==> config.mk <==
export PLATFORM = sky130hd
export DESIGN_NAME = aes128_reg_frontend
export DESIGN_NICKNAME = d
export VERILOG_FILES = /design/src/rtl/aes128_reg_frontend.sv
export SDC_FILE = /design/constraint.sdc
export NUM_CORES = 1
export LEC_CHECK = 0
export ABC_AREA = 1
export ABC_CLOCK_PERIOD_IN_PS = 4300
export BUFFER_PORTS_ARGS = -buffer_cell sky130_fd_sc_hd__buf_2
export CELL_PAD_IN_SITES_DETAIL_PLACEMENT = 0
export CELL_PAD_IN_SITES_GLOBAL_PLACEMENT = 2
export CORE_MARGIN = 2
export CORE_UTILIZATION = 34
export CTS_BUF_LIST = sky130_fd_sc_hd__clkbuf_8
export CTS_CLUSTER_SIZE = 28
export DETAILED_ROUTE_END_ITERATION = 12
export GPL_ROUTABILITY_DRIVEN = 0
export PLACE_DENSITY = 0.92
export SYNTH_ARGS = -nofsm -noshare
export SYNTH_HDL_FRONTEND = slang
export SYNTH_SLANG_ARGS = --single-unit
==> constraint.sdc <==
create_clock -name clk -period 4.3 [get_ports clk]
set_clock_uncertainty 0.15 [all_clocks]
set_input_delay 0.86 -clock clk [delete_from_list [all_inputs] [get_ports clk]]
set_output_delay 0.86 -clock clk [all_outputs]
set_load 0.005 [all_outputs]
==> src/rtl/aes128_reg_frontend.sv <==
// AES-128 TinyQV register front end: key/plaintext/result registers and core start/done sequencing.
// Define AES_REG_AUTOSTART_EN to also launch the core on a word write to PT3 while idle.
module aes128_reg_frontend #(
  parameter int unsigned CORE_TIMEOUT = 255
) (
  input  logic         clk,
  input  logic         rst_n,
  input  logic [5:0]   address,
  input  logic [31:0]  data_in,
  input  logic [1:0]   data_write_n,
  input  logic [1:0]   data_read_n,
  output logic [31:0]  data_out,
  output logic         data_ready,
  output logic         user_interrupt,
  output logic [7:0]   uo_out,
  output logic         core_start,
  output logic [127:0] core_key,
  output logic [127:0] core_block,
  input  logic         core_done,
  input  logic [127:0] core_result
);

  // state     | meaning
  // ST_IDLE   | waiting for START
  // ST_LAUNCH | core_start pulse, timeout counter cleared
  // ST_WAIT   | waiting for core_done or timeout
  typedef enum logic [1:0] {
    ST_IDLE   = 2'd0,
    ST_LAUNCH = 2'd1,
    ST_WAIT   = 2'd2
  } state_t;

  localparam logic [7:0] TO_LIMIT = 8'(CORE_TIMEOUT);
  localparam bit         TO_EN    = (CORE_TIMEOUT != 0);

  state_t            state_q, state_d;
  logic [3:0][31:0]  key_q, key_d;
  logic [3:0][31:0]  pt_q, pt_d;
  logic [3:0][31:0]  ct_q, ct_d;
  logic              irq_en_q, irq_en_d;
  logic              irq_q, irq_d;
  logic              done_q, done_d;
  logic              timeout_q, timeout_d;
  logic [7:0]        cnt_q, cnt_d;
  logic              rd_prev_q;
  logic [31:0]       rdata_q, rdata_d;
  logic              ready_q;

  logic              wr_en, rd_act, rd_fire;
  logic [3:0]        wmask;
  logic [31:0]       wdata;
  logic              idle, busy;
  logic              wr_key, wr_pt, wr_ctrl;
  logic              autostart, start_req;
  logic              done_evt, to_evt;
  logic [31:0]       rword;

  function automatic logic [31:0] merge(input logic [31:0] old_w,
                                        input logic [31:0] new_w,
                                        input logic [3:0]  mask);
    logic [31:0] res;
    res = old_w;
    for (int i = 0; i < 4; i++) begin
      if (mask[i]) res[8*i +: 8] = new_w[8*i +: 8];
    end
    return res;
  endfunction

  assign wr_en   = (data_write_n != 2'b11);
  assign rd_act  = (data_read_n != 2'b11);
  assign rd_fire = rd_act && !rd_prev_q;
  assign idle    = (state_q == ST_IDLE);
  assign busy    = !idle;

  // Write data is shifted into the addressed byte lanes.
  always_comb begin
    wmask = 4'b0000;
    wdata = 32'h0;
    case (data_write_n)
      2'b00: begin
        wmask = 4'b0001 << address[1:0];
        wdata = {24'h0, data_in[7:0]} << {address[1:0], 3'b000};
      end
      2'b01: begin
        wmask = address[1] ? 4'b1100 : 4'b0011;
        wdata = address[1] ? {data_in[15:0], 16'h0} : {16'h0, data_in[15:0]};
      end
      2'b10: begin
        wmask = 4'b1111;
        wdata = data_in;
      end
      default: begin
        wmask = 4'b0000;
        wdata = 32'h0;
      end
    endcase
  end

  assign wr_key  = wr_en && idle && (address[5:4] == 2'b00);
  assign wr_pt   = wr_en && idle && (address[5:4] == 2'b01);
  assign wr_ctrl = wr_en && (address[5:2] == 4'd12) && wmask[0];

`ifdef AES_REG_AUTOSTART_EN
  assign autostart = (data_write_n == 2'b10) && (address == 6'h1C);
`else
  assign autostart = 1'b0;
`endif

  assign start_req = idle && ((wr_ctrl && wdata[0]) || autostart);

  always_comb begin
    state_d    = state_q;
    key_d      = key_q;
    pt_d       = pt_q;
    ct_d       = ct_q;
    irq_en_d   = irq_en_q;
    irq_d      = irq_q;
    done_d     = done_q;
    timeout_d  = timeout_q;
    cnt_d      = cnt_q;
    core_start = 1'b0;
    done_evt   = 1'b0;
    to_evt     = 1'b0;

    if (wr_key) key_d[address[3:2]] = merge(key_q[address[3:2]], wdata, wmask);
    if (wr_pt)  pt_d[address[3:2]]  = merge(pt_q[address[3:2]], wdata, wmask);
    if (wr_ctrl) irq_en_d = wdata[1];

    case (state_q)
      ST_IDLE: begin
        if (start_req) begin
          state_d   = ST_LAUNCH;
          done_d    = 1'b0;
          timeout_d = 1'b0;
        end
      end
      ST_LAUNCH: begin
        core_start = 1'b1;
        cnt_d      = 8'h00;
        state_d    = ST_WAIT;
      end
      ST_WAIT: begin
        cnt_d = (cnt_q == 8'hFF) ? cnt_q : cnt_q + 8'd1;
        // A completion on the same edge as the timeout takes priority.
        if (core_done) begin
          done_evt = 1'b1;
          ct_d     = core_result;
          done_d   = 1'b1;
          state_d  = ST_IDLE;
        end else if (TO_EN && (cnt_d == TO_LIMIT)) begin
          to_evt    = 1'b1;
          timeout_d = 1'b1;
          state_d   = ST_IDLE;
        end
      end
      default: state_d = ST_IDLE;
    endcase

    if ((done_evt || to_evt) && irq_en_q) irq_d = 1'b1;
    else if (wr_ctrl && wdata[2])         irq_d = 1'b0;
  end

  // CT is read from its next value so a read coinciding with capture sees the result.
  always_comb begin
    rword = 32'h0;
    case (address[5:4])
      2'b00: rword = key_q[address[3:2]];
      2'b01: rword = pt_q[address[3:2]];
      2'b10: rword = ct_d[address[3:2]];
      2'b11: begin
        if (address[3:2] == 2'd0)      rword = {30'h0, irq_en_q, 1'b0};
        else if (address[3:2] == 2'd1) rword = {28'h0, timeout_q, irq_q, done_q, busy};
        else                           rword = 32'h0;
      end
      default: rword = 32'h0;
    endcase
    rdata_d = rd_fire ? (rword >> {address[1:0], 3'b000}) : rdata_q;
  end

  always_ff @(posedge clk or negedge rst_n) begin
    if (!rst_n) begin
      state_q   <= ST_IDLE;
      key_q     <= '0;
      pt_q      <= '0;
      ct_q      <= '0;
      irq_en_q  <= 1'b0;
      irq_q     <= 1'b0;
      done_q    <= 1'b0;
      timeout_q <= 1'b0;
      cnt_q     <= 8'h00;
      rd_prev_q <= 1'b0;
      rdata_q   <= 32'h0;
      ready_q   <= 1'b0;
    end else begin
      state_q   <= state_d;
      key_q     <= key_d;
      pt_q      <= pt_d;
      ct_q      <= ct_d;
      irq_en_q  <= irq_en_d;
      irq_q     <= irq_d;
      done_q    <= done_d;
      timeout_q <= timeout_d;
      cnt_q     <= cnt_d;
      rd_prev_q <= rd_act;
      rdata_q   <= rdata_d;
      ready_q   <= rd_fire;
    end
  end

  assign data_out       = rdata_q;
  assign data_ready     = ready_q;
  assign user_interrupt = irq_q;
  assign uo_out         = {5'b00000, timeout_q, done_q, busy};
  assign core_key       = key_q;
  assign core_block     = pt_q;

endmodule

==> impl_summary.txt, run 1 <==
----------------------------------------------------
[Status]
  Result of the run ... finished, final reports clean

[Synth]
  Combinational family with the most area after synthesis ... simple AND/OR/NAND/NOR gates
  Synthesized cell area ... 21,700 um2
  Compound-Gate Fraction of Synth Area ... 11.3%
  Post-synthesis sequential element count ... 432
  Number of synthesized flops with an enable pin ... 0
  Ys async rst share ... 100%
  Syn Inst Count ... 2,943
  Share of cell area taken by muxes after synthesis ... 0%
  Sequential-to-total area share from yosys stat ... 49.8%
  Count of distinct cell types in the synthesized netlist ... 42
  Number of warnings reported in the yosys synthesis log ... 0
  Area share of xor/xnor cells in the synthesized design ... 0.0807%
  Simple logic cell fraction of the synthesized area ... 31.2%
  Mean area per synthesized cell ... 7.37 um2
  Top flip-flop cell by instance count after synthesis ... sky130_fd_sc_hd__dfrtp_1
  Post-Synth Adder-Cell Area ... 0.231%

[Drt]
  Count of TritonRoute iterations in the first routing pass ... 5
  Average wire per standard cell ... 21.8 um
  Via count normalized by instance count ... 4.96
  Met3 wire length ... 8.08 mm
  Routed metal-1 wire length ... 41.2 mm
  Routed vias ... 21,300
  Highest metal layer with signal wires ... met4
  Residual antenna-violating net count after detailed routing ... 0
  DRC violation total after the first TritonRoute iteration ... 1,937
  Overall routed net length ... 93.6 mm
  Total met2 wirelength after detailed routing ... 42.0 mm
  Drc violations ... 0

[Finish]
  Utilization of the core after routing ... 42.0%
  Commonest cells after routing, fill and taps aside ... sky130_fd_sc_hd__nand2_1, sky130_fd_sc_hd__buf_2, sky130_fd_sc_hd__dfrtp_1, sky130_fd_sc_hd__o21ai_0, sky130_fd_sc_hd__inv_1
  Number of inserted filler cells in the final layout ... 6,717
  Fraction of layout instances using a drive strength above 1 ... 19.9%
  Most common cell after layout, fill and taps aside ... sky130_fd_sc_hd__nand2_1
  Post-layout net count ... 3,563
  Signed area change from the synthesized netlist to the final layout ... 22.1%

[Power]
  Worst vdd ir ... 0.309 mV
  Leak ... 14.4 nW
  Power density relative to cell area ... 654 nW/um2

[Timing]
  Final hold violation count ... 0
  Max-slew violations ... 0
  Fmax ... 0.340 GHz
  Slew of the pin with the lowest slew margin ... 1.07 ns
  Post-layout minimum cycle time ... 2.94 ns
  Post-route worst hold slack ... 0.228 ns
  Relative max-transition margin ... 28.3%
  Setup repair after global routing missed its margin ... false
  Setup_tns ... 0 ns
  Final setup fails ... 0
  Crit share post-route ... 68.4%

[Setup path]
  Critical path class ... reg -> reg
  Worst endpoint required time ... 4.71 ns
  Chain of cells forming the critical path ... inv_1, ha_1, nand2_4, buf_12, nand2_1, nand3_1, nand2_1, o21ai_0, nand2_1, nand2_1, nand3_1, nor2_1, nor2_1
  Sort of element at the start of the critical path ... flop
  Critical path arrival ... 3.35 ns
  Crit-path most repeated cell ... sky130_fd_sc_hd__nand2_1
  Worst Setup End Kind ... flop
  Cell family contributing the most delay on the critical path ... simple AND/OR/NAND/NOR gates
  Count of buffer and inverter cells on the critical path ... 2
  CP peak stage delay ... 0.50 ns
  Standard cell with the maximum stage delay on the critical path ... sky130_fd_sc_hd__buf_12
  Crit path max fanout ... 160

[Clocking]
  Number of clock sinks ... 432
  Root buf cell ... sky130_fd_sc_hd__clkbuf_8
  Number of H-tree levels ... 3
  Clock-pin transition on the worst setup and hold timing paths ... 0.06 ns
  Skew-Pair Late Insertion Delay ... 0.70 ns
  Setup Buffers After CTS ... 0
  Clock buffers created by TritonCTS ... 82
  TritonCTS clock tree ... yes
  Maximum clock insertion buffer count ... 3
  Post-CTS Resized ... 0

[Place]
  Total of buffers placed on input and output ports ... 466
  Post-DP HPWL ... 68.3 mm

[Global route]
  Number of global-route vias before repair ... 20,500
  Total overflow reported by the global router ... 0
  Wire length of the first global-routing pass ... 138 mm
  Maximum number of pins on one net before global-route repair ... 161
  GRT Total Usage ... 28.0%
  Number of antenna violations at the first check in global routing ... 0

[Floorplanning]
  Starting utilization of the core area ... 34.4%
  Die X ... 257 um
  Die area ... 65,900 um2
  Die Span Y ... 257 um
  CORE AREA ... 63,100 um2
  I/O pin count ... 472
  Site Rows ... 92

[Worst hold path]
  Kind of path behind the tightest hold check ... in -> reg

[Job]
  Number of maximum-capacitance violations ... 0

----------------------------------------------------
==> per-stage QoR <==
stage / worst slack [ns] / total power, W / instances / cell area [um2]
3_3_place_gp: 0.790 / 0.0132 / 4147 / 24800
6_report: 1.36 / 0.0173 / 4293 / 26500
4_1_cts: 1.38 / 0.0174 / 4292 / 26500
2_1_floorplan: 1.94 / 0.0101 / 2947 / 21700
3_5_place_dp: 0.754 / 0.0132 / 4147 / 24800
5_1_grt: 1.02 / 0.0185 / 4292 / 26500
==> timing repair <==
item,CTS,global route
endpoints found under the hold margin,56,0
hold buffers,1,0
setup endpoints to repair,0,0
==> registers in the layout, summed over array words and instances (netlist names) <==
signal and flops:
cnt_q 8, core_block 128, core_key 128, ct_q 128, data_out 32, data_ready 1, done_q 1, irq_en_q 1
rd_prev_q 1, state_q 2, timeout_q 1, user_interrupt 1
==> path summary, 6_finish.rpt <==
kind / startpoint / to / slack (ns) / depth (start not counted)
worst min register to register: ct_q[22] / ct_q[22] / 0.32 / 2
worst max-delay path: state_q[0] / data_out[9] / 1.36 / 13
max in group asynchronous: rst_n / ct_q[54] / 2.33 / 4
min in group asynchronous: rst_n / core_block[25] / 0.58 / 2
worst max register to register: state_q[0] / data_out[9] / 1.36 / 13
worst min-delay path: data_read_n[1] / rd_prev_q / 0.23 / 2
==> layer usage <==
metal	track usage, %	up-vias
met3	6.67	111
met4	8.19	0
met2	43.5	894
met1	38.6	10100
met5	0	-
li1	-	10200
==> layout make-up <==
| class | instances | area [um2] | share of cell area [%] |
|---|---|---|---|
| flip-flops and latches | 432 | 10800 | 40.8 |
| diodes | 1 | 2.50 | 0.00945 |
| well taps | 846 | 1060 | 4.00 |
| repair buffers | 522 | 2930 | 11.1 |
| multi-input cells | 2157 | 9320 | 35.2 |
| clock inverters | 39 | 198 | 0.746 |
| clock buffers | 105 | 1450 | 5.46 |
| inverters | 191 | 722 | 2.73 |
==> power breakdown <==
group / internal [W] / switching [W] / total (W)
sequential: 0.00581 / 0.00145 / 0.00727
combinational: 0.00232 / 0.00361 / 0.00593
clock: 0.00220 / 0.00192 / 0.00411
total: 0.0103 / 0.00699 / 0.0173
==> logic make-up (layout without fill, tap and decap cells) <==
| group | after synthesis | count (layout) |
|---|---|---|
| AO/OA/AOI/OAI | 439 | 439 |
| XOR/XNOR | 2 | 2 |
| adder cells (fa/ha/maj) | 4 | 4 |
| buffers and inverters | 358 | 857 |
| flip-flops | 432 | 432 |
| other | 1 | 6 |
| AND/OR/NAND/NOR | 1707 | 1707 |
==> synthesized netlist by cell type (2+ instances only) <==
cell,count,area (um2)
sky130_fd_sc_hd__o21ai_2,6,52.6
sky130_fd_sc_hd__ha_1,4,50.1
sky130_fd_sc_hd__buf_2,75,375
sky130_fd_sc_hd__nor2_1,104,390
sky130_fd_sc_hd__and2_1,14,87.6
sky130_fd_sc_hd__nor2_4,6,67.6
sky130_fd_sc_hd__o21ai_0,255,1280
sky130_fd_sc_hd__a21boi_1,3,22.5
sky130_fd_sc_hd__a21oi_1,67,335
sky130_fd_sc_hd__buf_4,28,210
sky130_fd_sc_hd__nand2_1,1395,5240
sky130_fd_sc_hd__nand4_1,11,68.8
sky130_fd_sc_hd__o22ai_1,2,12.5
sky130_fd_sc_hd__o21ai_1,19,95.1
sky130_fd_sc_hd__o31ai_1,3,22.5
sky130_fd_sc_hd__clkbuf_1,49,184
sky130_fd_sc_hd__dfrtp_1,432,10800
sky130_fd_sc_hd__a221oi_1,2,17.5
sky130_fd_sc_hd__a31oi_1,27,169
sky130_fd_sc_hd__a221oi_2,2,30.0
sky130_fd_sc_hd__inv_2,18,67.6
sky130_fd_sc_hd__nand3_1,165,826
sky130_fd_sc_hd__o21a_1,32,240
sky130_fd_sc_hd__nor2_2,8,50.1
sky130_fd_sc_hd__a22oi_1,15,113
sky130_fd_sc_hd__buf_1,9,33.8
sky130_fd_sc_hd__inv_1,170,638
sky130_fd_sc_hd__a31oi_2,2,25.0
sky130_fd_sc_hd__nand2_4,2,22.5
sky130_fd_sc_hd__buf_6,6,67.6
No activity file was read; power rests on OpenSTA's default activity.
==> run 2, diff against run 1 <==
--- a/config.mk
+++ b/config.mk
@@ -6,17 +6,17 @@
 export NUM_CORES = 1
 export LEC_CHECK = 0
 export ABC_AREA = 1
-export ABC_CLOCK_PERIOD_IN_PS = 4300
+export ABC_CLOCK_PERIOD_IN_PS = 2650
 export BUFFER_PORTS_ARGS = -buffer_cell sky130_fd_sc_hd__buf_2
 export CELL_PAD_IN_SITES_DETAIL_PLACEMENT = 0
 export CELL_PAD_IN_SITES_GLOBAL_PLACEMENT = 2
 export CORE_MARGIN = 2
-export CORE_UTILIZATION = 34
+export CORE_UTILIZATION = 28
 export CTS_BUF_LIST = sky130_fd_sc_hd__clkbuf_8
 export CTS_CLUSTER_SIZE = 28
 export DETAILED_ROUTE_END_ITERATION = 12
 export GPL_ROUTABILITY_DRIVEN = 0
-export PLACE_DENSITY = 0.92
+export PLACE_DENSITY = 0.81
 export SYNTH_ARGS = -nofsm -noshare
 export SYNTH_HDL_FRONTEND = slang
 export SYNTH_SLANG_ARGS = --single-unit
==> constraint.sdc (replaced) <==
create_clock -name clk -period 2.65 [get_ports clk]
set_clock_uncertainty 0.15 [all_clocks]
set_input_delay 0.53 -clock clk [delete_from_list [all_inputs] [get_ports clk]]
set_output_delay 0.53 -clock clk [all_outputs]
set_load 0.005 [all_outputs]
==> run 2 against run 1 <==
Non-clock buffer count grew 232. Cell count grew 10%. Worst hold slack got worse by 0.16 ns. Wire length rose by 6.9%. Die area up 21%. Flip-flop and latch count unchanged. Combinational power up 72%. Largest power group unchanged.
==> impl_summary.txt, run 2 (synthesized netlist as in run 1, its figures left out) <==
----------------------------------------------------
[Clocking]
  Number of H-tree levels ... 3 (unchanged)
  Maximum clock insertion buffer count ... 3 (unchanged)
  Clock buffers created by TritonCTS ... 84 (+2.4%)
  Skew-Pair Late Insertion Delay ... 0.67 ns (-0.03 ns)
  Setup Buffers After CTS ... 0 (unchanged)
  Root buf cell ... sky130_fd_sc_hd__clkbuf_8
  Number of clock sinks ... 432 (unchanged)
  TritonCTS clock tree ... yes
  Clock-pin transition on the worst setup and hold timing paths ... 0.06 ns (about the same)

[Finish]
  Utilization of the core after routing ... 37.9% (-4.1 points)
  Flip-flop and latch area ... 10,800 um2 (unchanged)
  Post-layout net count ... 3,797 (+6.6%)
  Fraction of layout instances using a drive strength above 1 ... 21.8% (+1.9 points)
  Signed area change from the synthesized netlist to the final layout ... 34.5%
  Commonest cells after routing, fill and taps aside ... sky130_fd_sc_hd__nand2_1, sky130_fd_sc_hd__buf_2, sky130_fd_sc_hd__dfrtp_1, sky130_fd_sc_hd__o21ai_0, sky130_fd_sc_hd__inv_1
  Footprint of the multi-input gates ... 9320 um2 (about the same)
  Number of inserted filler cells in the final layout ... 8,330 (+24%)
  Most common cell after layout, fill and taps aside ... sky130_fd_sc_hd__nand2_1

[Floorplanning]
  CORE AREA ... 77,100 um2 (+22%)
  I/O pin count ... 472 (unchanged)
  Die X ... 282 um (+10%)
  Site Rows ... 102 (+11%)
  Starting utilization of the core area ... 28.1% (-6.2 points)
  Die Span Y ... 282 um (+10%)
  Die area ... 79,700 um2 (+21%)

[Setup path]
  Critical path class ... in -> reg
  Register-to-register path setup slack ... 0.19 ns (-1.17 ns)
  Chain of cells forming the critical path ... dlygate4sd3_1, buf_2, buf_4, nand3_1, o21ai_0, a21oi_1, o21ai_0
  R2r endpoint ... data_out[6]
  Critical path arrival ... 2.90 ns (-0.45 ns)
  Worst Reg2Reg Path Length in Cells ... 16 (+3)
  Count of buffer and inverter cells on the critical path ... 3 (+1)
  Sort of element at the start of the critical path ... input port
  Standard cell with the maximum stage delay on the critical path ... sky130_fd_sc_hd__o21ai_0
  Worst Setup End Kind ... flop
  Cell family contributing the most delay on the critical path ... compound AO/OA/AOI/OAI gates
  CP peak stage delay ... 0.67 ns (+0.17 ns)
  Crit-path most repeated cell ... sky130_fd_sc_hd__o21ai_0
  Launch point of the worst reg-to-reg path ... state_q[0]
  Worst endpoint required time ... 3.09 ns (-1.62 ns)
  Crit path max fanout ... 8 (-95%)

[Power]
  Worst vdd ir ... 0.390 mV (+26%)
  Power density relative to cell area ... 981 nW/um2 (+50%)
  Sw Pwr ... 0.0113 W (+62%)
  Internal ... 0.0173 W (+67%)
  Sequential share of power ... 40.8% (-1.2 points)
  Leak ... 15.6 nW (+8.2%)
  Switching portion of total power ... 39.6% (-0.76 points)
  Combinational share of power ... 35.7% (+1.4 points)
  Share of power burned in the clock network ... 23.5% (-0.3 points)

[Drt]
  Average wire per standard cell ... 21.2 um (-2.8%)
  Drc violations ... 0 (unchanged)
  Count of TritonRoute iterations in the first routing pass ... 6 (+1)
  DRC violation total after the first TritonRoute iteration ... 1,494 (-23%)
  Routed vias ... 22,000 (+3.4%)
  Residual antenna-violating net count after detailed routing ... 0 (unchanged)
  Overall routed net length ... 100 mm (+6.9%)
  Via count normalized by instance count ... 4.67 (-6.0%)

[Global route]
  Number of antenna violations at the first check in global routing ... 10 (+10)
  GRT Total Usage ... 24.7% (-3.3 points)
  Total overflow reported by the global router ... 0 (unchanged)
  Wire length of the first global-routing pass ... 145 mm (+5.1%)
  Number of global-route vias before repair ... 21,600 (+5.4%)
  Maximum number of pins on one net before global-route repair ... 64 (-60%)

[Timing]
  Relative max-transition margin ... 51.9% (+24 points)
  Final setup fails ... 0 (unchanged)
  Post-layout minimum cycle time ... 2.46 ns
  Final hold violation count ... 0 (unchanged)
  Post-route worst hold slack ... 0.0694 ns (-0.159 ns)
  Max-slew violations ... 0 (unchanged)
  Fmax ... 0.406 GHz
  Setup repair after global routing missed its margin ... false
  Crit share post-route ... 93.0%
  Slew of the pin with the lowest slew margin ... 0.714 ns (-0.361 ns)
  Setup_tns ... 0 ns (unchanged)
  Worst-case setup margin in the final layout ... 0.186 ns (-1.17 ns)

[Place]
  Pre-CTS WS ... 0.0607 ns (-0.693 ns)
  Post-DP HPWL ... 74.5 mm (+9.0%)
  Total of buffers placed on input and output ports ... 466 (unchanged)

[Status]
  Result of the run ... finished, final reports clean

[Worst hold path]
  Kind of path behind the tightest hold check ... in -> reg
  Worst hold endpoint ... ct_q[1]
  Worst hold path cell count ... 4 (+2)
  Source of the worst hold timing path ... core_result[1]

[Job]
  Number of maximum-capacitance violations ... 0 (unchanged)

----------------------------------------------------
-- run 2: metrics by stage --
stage / cells / cell area, um2 / power (W)
after floorplan: 2947 / 21700 / 0.0163
after global placement: 4454 / 26300 / 0.0218
after detailed placement: 4454 / 26300 / 0.0220
after CTS: 4721 / 29200 / 0.0290
after global routing: 4721 / 29200 / 0.0309
final: 4722 / 29200 / 0.0286
-- run 2: area by class of cell --
type                    instances  share of cell area (%)
multi-input cells            2157                    31.9
flip-flops and latches        432                    37.0
clock buffers                 103                    4.86
repair buffers                754                    18.4
clock inverters                44                   0.853
inverters                     191                    2.47
diodes                          1                 0.00857
well taps                    1040                    4.46
-- run 2: metal layers --
metal  vias to the layer above  GRT usage (%)  part of all wire [%]
li1                      10600              -                     -
met1                     10500           33.4                    45
met2                       761           40.1                    46
met3                       116           5.79                   7.5
met4                        18           5.51                   1.7
met5                         -              0                  0.13
-- run 2: how the worst max path moves through the flow --
stage / start / to / slack, ns / cells after the start
5_1_grt: state_q[0] / data_out[15] / 0.006 / 16
3_3_place_gp: address[0] / core_key[78] / 0.1 / 8
4_1_cts: state_q[0] / data_out[7] / 0.1 / 16
6_report: address[1] / core_key[123] / 0.19 / 7
3_5_place_dp: address[1] / core_key[123] / 0.06 / 6
2_1_floorplan: state_q[0] / data_out[7] / 0.56 / 16
-- run 2: what timing repair did --
| action | in CTS | in global routing |
|---|---|---|
| setup endpoints to repair | 0 | 15 |
| gates resized for setup | 0 | 14 |
| endpoints found under the hold margin | 163 | 0 |
| hold buffers | 120 | 0 |
-- run 2: power by group through the flow --
stage	clock network, W	logic [W]	registers [W]
floorplan	0	0.00514	0.0112
global placement	0	0.0101	0.0117
detailed placement	0	0.0102	0.0118
CTS	0.00692	0.0104	0.0117
global route	0.00722	0.0116	0.0120
finish	0.00672	0.0102	0.0117
-- run 2: tightest hold or removal path: stages --
cell	delay (ns)
sky130_fd_sc_hd__buf_2	0.08
sky130_fd_sc_hd__inv_1	0.03
sky130_fd_sc_hd__nand3_1	0.08
sky130_fd_sc_hd__and2_1	0.12
